<file path="src/rtl/mem_stage.sv">
// Memory pipeline stage: IDLE/BUSY handshake with data memory, stalls upstream until dmem_ack.
// Optional stall cycle counter output enabled by defining MEM_STALL_CNT_EN.
module mem_stage #(
  parameter int DATA_W = 16
) (
  input  logic              clk,
  input  logic              rst_n,
  input  logic              RegWrite_in,
  input  logic              call_in,
  input  logic              mem_to_reg_in,
  input  logic              reg_to_mem_in,
  input  logic [3:0]        reg_rd_in,
  input  logic [DATA_W-1:0] alu_result_in,
  input  logic [DATA_W-1:0] save_word_data_in,
  input  logic              ret_future_in,
  output logic [DATA_W-1:0] dmem_addr,
  output logic [DATA_W-1:0] dmem_wdata,
  output logic              dmem_re,
  output logic              dmem_we,
  input  logic [DATA_W-1:0] dmem_rdata,
  input  logic              dmem_ack,
  output logic              stall_out,
`ifdef MEM_STALL_CNT_EN
  output logic [15:0]       stall_cnt_out,
`endif
  output logic              RegWrite_out,
  output logic [3:0]        reg_rd_out,
  output logic [DATA_W-1:0] wb_data_out,
  output logic              ret_future_out,
  output logic              call_out
);

  typedef enum logic {IDLE, BUSY} state_t;

  state_t state;
  logic   mem_op;
  logic   rd_op;
  logic   wr_op;

  // A combined load+store request is treated as a store only.
  assign mem_op    = mem_to_reg_in | reg_to_mem_in;
  assign wr_op     = reg_to_mem_in;
  assign rd_op     = mem_to_reg_in & ~reg_to_mem_in;
  assign stall_out = mem_op & ~((state == BUSY) & dmem_ack);

  // Access FSM; strobes, address and data are registered and held until ack.
  always_ff @(posedge clk or negedge rst_n) begin
    if (!rst_n) begin
      state      <= IDLE;
      dmem_addr  <= '0;
      dmem_wdata <= '0;
      dmem_re    <= 1'b0;
      dmem_we    <= 1'b0;
    end else begin
      case (state)
        IDLE: begin
          if (mem_op) begin
            state      <= BUSY;
            dmem_addr  <= alu_result_in;
            dmem_wdata <= save_word_data_in;
            dmem_re    <= rd_op;
            dmem_we    <= wr_op;
          end
        end
        BUSY: begin
          if (dmem_ack) begin
            state   <= IDLE;
            dmem_re <= 1'b0;
            dmem_we <= 1'b0;
          end
        end
        default: state <= IDLE;
      endcase
    end
  end

  // MEM/WB register; a stalled edge emits a bubble and keeps rd/data.
  always_ff @(posedge clk or negedge rst_n) begin
    if (!rst_n) begin
      RegWrite_out   <= 1'b0;
      reg_rd_out     <= '0;
      wb_data_out    <= '0;
      ret_future_out <= 1'b0;
      call_out       <= 1'b0;
    end else if (!stall_out) begin
      RegWrite_out   <= RegWrite_in;
      reg_rd_out     <= reg_rd_in;
      wb_data_out    <= rd_op ? dmem_rdata : alu_result_in;
      ret_future_out <= ret_future_in;
      call_out       <= call_in;
    end else begin
      RegWrite_out   <= 1'b0;
      ret_future_out <= 1'b0;
      call_out       <= 1'b0;
    end
  end

`ifdef MEM_STALL_CNT_EN
  always_ff @(posedge clk or negedge rst_n) begin
    if (!rst_n) begin
      stall_cnt_out <= '0;
    end else if (stall_out && (stall_cnt_out != 16'hFFFF)) begin
      stall_cnt_out <= stall_cnt_out + 16'd1;
    end
  end
`endif

endmodule

</file>
<file path="config.mk">
export PLATFORM = sky130hd
export DESIGN_NAME = mem_stage
export DESIGN_NICKNAME = d
export VERILOG_FILES = /design/src/rtl/mem_stage.sv
export SDC_FILE = /design/constraint.sdc
export NUM_CORES = 1
export LEC_CHECK = 0
export CAP_MARGIN = 40
export CELL_PAD_IN_SITES_DETAIL_PLACEMENT = 1
export CELL_PAD_IN_SITES_GLOBAL_PLACEMENT = 1
export CORE_MARGIN = 3
export CORE_UTILIZATION = 30
export CTS_CLUSTER_DIAMETER = 30
export DETAILED_ROUTE_END_ITERATION = 12
export PLACE_DENSITY_LB_ADDON = 0.1
export SLEW_MARGIN = 0
export SYNTH_ARGS = -nofsm -noshare
export SYNTH_HDL_FRONTEND = slang
export SYNTH_SLANG_ARGS = --single-unit
</file>
<file path="constraint.sdc">
create_clock -name clk -period 1.3 [get_ports clk]
set_input_delay 0.39 -clock clk [delete_from_list [all_inputs] [get_ports clk]]
set_output_delay 0.39 -clock clk [all_outputs]
set_load 0.005 [all_outputs]
</file>
==> reports/metrics.csv <==
stage,metric,value,unit
worst_setup_path,path_cells,"a2bb2oi_4, buf_2",
sta,hold_viol_final,0,
sta,fin_ws,-0.1432,ns
global_routing,grt_pass1_vias,2005,
drt,avgRoutedWirePerCell,16.24,µm
drt,totalWireLength,6.741,mm
sta,fin_skew,0.005409,ns
worst_setup_path,slowest_delay,0.40,ns
yosys,avgSynthCellArea,14.00,µm²
sta,post-route-period-util,111.0,%
status,violations,setup timing,
floorplan,start_util,31.54,%
place,place_area,3695,µm²
worst_setup_path,critPathMaxFanout,2,
power_and_ir_drop,peakVddDrop,573.1,µV
layout,diodes,0,
power_and_ir_drop,p_per_area,1387,nW/µm²
floorplan,ios,118,
place,hpwlAfterDp,4.787,mm
worst_setup_path,slowest_stage,dfrtp_1,
worst_setup_path,path_buf_inv,1,
worst_setup_path,crit_arrival,1.05,ns
place,portBuffers,117,
power_and_ir_drop,p_leak,1.798,nW
yosys,synth_area_leaders,"dfrtp_1 62%, mux2_2 17%, mux2i_1 6.9%",
floorplan,die_x,94.03,µm
yosys,synth_most_common_cell,dfrtp_1,
yosys,synth_cell_types,20,
layout,fill_cells,775,
worst_setup_path,cp_top_family,flip-flops,
clocking,path_clk_slew,0.06,ns
sta,maxSlewViolCount,0,
worst_setup_path,cp-end-kind,output pin,
global_routing,grt_overflow,0,
run,cap_violations,0,
yosys,yosysTopAreaCellShare,62.43,%
floorplan,die_h,94.03,µm
floorplan,coreArea,7370,µm²
drt,ant_nets,0,
layout,area_growth,62.22,%
worst_setup_path,required,0.91,ns
worst_setup_path,reg2reg_depth,5,
yosys,ys_seq_area_share,62.43,%
drt,dr.first_iter.drc_count,26,
yosys,async_flop_share,100.0,%
drt,dr.pass1.iters,3,
layout,drive_gt1_share,43.99,%
drt,vias,1872,
drt,avgViaCountPerCell,4.511,
yosys,synth_top_flop_cell,dfrtp_1,
sta,fmax,692.9,MHz
yosys,syn_inst,166,
sta,setup_viol,38,
floorplan,dieArea,8842,µm²
global_routing,track_usage,15.66,%
yosys,synth_area,2325,µm²
status,status,finished with violations,
worst_hold_path,hp-start,wb_data_out[3],
clocking,clk_latency,0.33,ns
global_routing,antenna_found_initial,0,
yosys,synth_seq_cells,58,
yosys,synth_nets,226,
layout,layout.nets,371,
yosys,synthTopCellsByCount,"58 x dfrtp_1, 36 x mux2_2, 18 x nand2_1",
global_routing,grt_pass1_wl,10.41,mm
place,gp_congestion,0.7043,
yosys,synth-edff-count,0,
sta,worst_pin_slew,0.3616,ns
yosys,synth_area_leader_cell,dfrtp_1,
power_and_ir_drop,power,5.231,mW
sta,min_period,1.443,ns
worst_hold_path,min_path_type,register to register,
clocking,cts_root_buf,clkbuf_8,
worst_hold_path,hold-path-cell-count,2,
clocking,cts.sinks,58,
clocking,htreeDepth,3,
clocking,cts_inserted_buffers,9,
floorplan,row_count,31,
clocking,cts_tree,done,
global_routing,grt_max_degree,34,
worst_setup_path,path_class,register to output pin,
yosys,synth_warnings,0,
layout,design_area,3771,µm²
worst_setup_path,cp_num_cells,2,
sta,slew_headroom,75.89,%
clocking,cts_buffer_depth,2,
drt,drc_errors,0,
sta,rsz0062_at_grt,true,
worst_setup_path,worstSetupStartpoint,state,
sta,whs,0.4715,ns
worst_setup_path,start_kind,register,
worst_setup_path,timing.rr.start,state,
==> cells in the final DEF, fill, tap and decap left out, types with 2 or more instances in the layout <==
cell type,Yosys,routed
nand2_1,18,18
buf_4,4,15
mux2i_1,16,15
o21ai_0,7,5
dfrtp_1,58,58
buf_2,2,59
clkbuf_8,0,12
clkbuf_16,0,2
clkinv_2,0,2
buf_6,1,3
mux2_2,36,36
clkdlybuf4s50_1,0,55
o21ai_1,10,12
clkbuf_1,0,2
buf_12,0,5
nor2b_1,4,4
clkdlybuf4s15_1,0,2
==> metrics by stage <==
step,setup TNS (ns),setup slack (ns),util (%),cells
after floorplan,0,0.05927,-,166
after global placement,-31.65,-0.7448,50.14,384
after detailed placement,-32.59,-0.7449,50.14,384
after CTS,-1.603,-0.1723,49.42,407
after global routing,-4.574,-0.1885,51.17,415
final,-2.908,-0.1432,51.17,415
==> final timing paths <==
path,end,slack [ns]
setup / recovery,stall_out,-0.14
hold / removal,wb_data_out[3],0.47
setup reg to reg,dmem_wdata[4],-0.11
hold reg to reg,wb_data_out[3],0.47
max in group asynchronous,dmem_addr[13],0.29
min in group asynchronous,dmem_addr[9],0.50
==> power breakdown <==
group	leakage, nW	switching [mW]	internal [mW]
clock network	0.0965	0.693	0.844
logic	1.01	0.530	0.838
registers	0.691	0.163	2.16
==> worst reg2reg max path, stage by stage, from the launching register on <==
cell and delay [ns]:
dfrtp_1 0.40, buf_4 0.14, buf_6 0.10, o21bai_4 0.17, buf_12 0.17, mux2_2 0.30
==> layer usage <==
layer | routed length, µm | vias to the layer above | part of all wire (%) | GRT usage [%]
met2 | 3259 | 68 | 48 | 25.25
met1 | 2860 | 926 | 42 | 18.97
met3 | 516 | 10 | 7.7 | 5.048
li1 | - | 868 | - | -
met4 | 104 | 0 | 1.5 | 7.220
met5 | 0 | - | 0 | 0
==> sequential cells by signal (all words and copies together) (netlist names) <==
register	flops
dmem_addr	16
dmem_wdata	16
wb_data_out	16
reg_rd_out	4
RegWrite_out	1
call_out	1
dmem_re	1
dmem_we	1
ret_future_out	1
state	1
==> kinds of logic (layout without fill, tap and decap cells) <==
| logic type | Yosys count | count (layout) | share of synthesized area, % |
|---|---|---|---|
| multiplexers | 52 | 52 | 24.33 |
| AO/OA/AOI/OAI | 21 | 21 | 5.328 |
| AND/OR/NAND/NOR | 25 | 25 | 4.682 |
| buffers and inverters | 10 | 160 | 3.229 |
| flip-flops | 58 | 58 | 62.43 |
==> layout make-up <==
cell class	instances	area (µm²)	share of cell area, %
Timing Repair Buffer	143	1181	31.32
Multi-Input combinational cell	98	828.3	21.96
Inverter	1	3.754	0.09954
Tap cell	99	123.9	3.285
Sequential cell	58	1451	38.49
Clock inverter	2	10.01	0.2654
Clock buffer	14	172.7	4.579
==> repair_timing <==
action,CTS,global route
hold buffers,1,0
pin swaps,1,0
endpoints found under the setup margin,111,52
gates cloned,0,2
resized for setup,236,12
buffers inserted,6,6
endpoints found under the hold margin,12,0
Power figures use the tool's default switching activity.
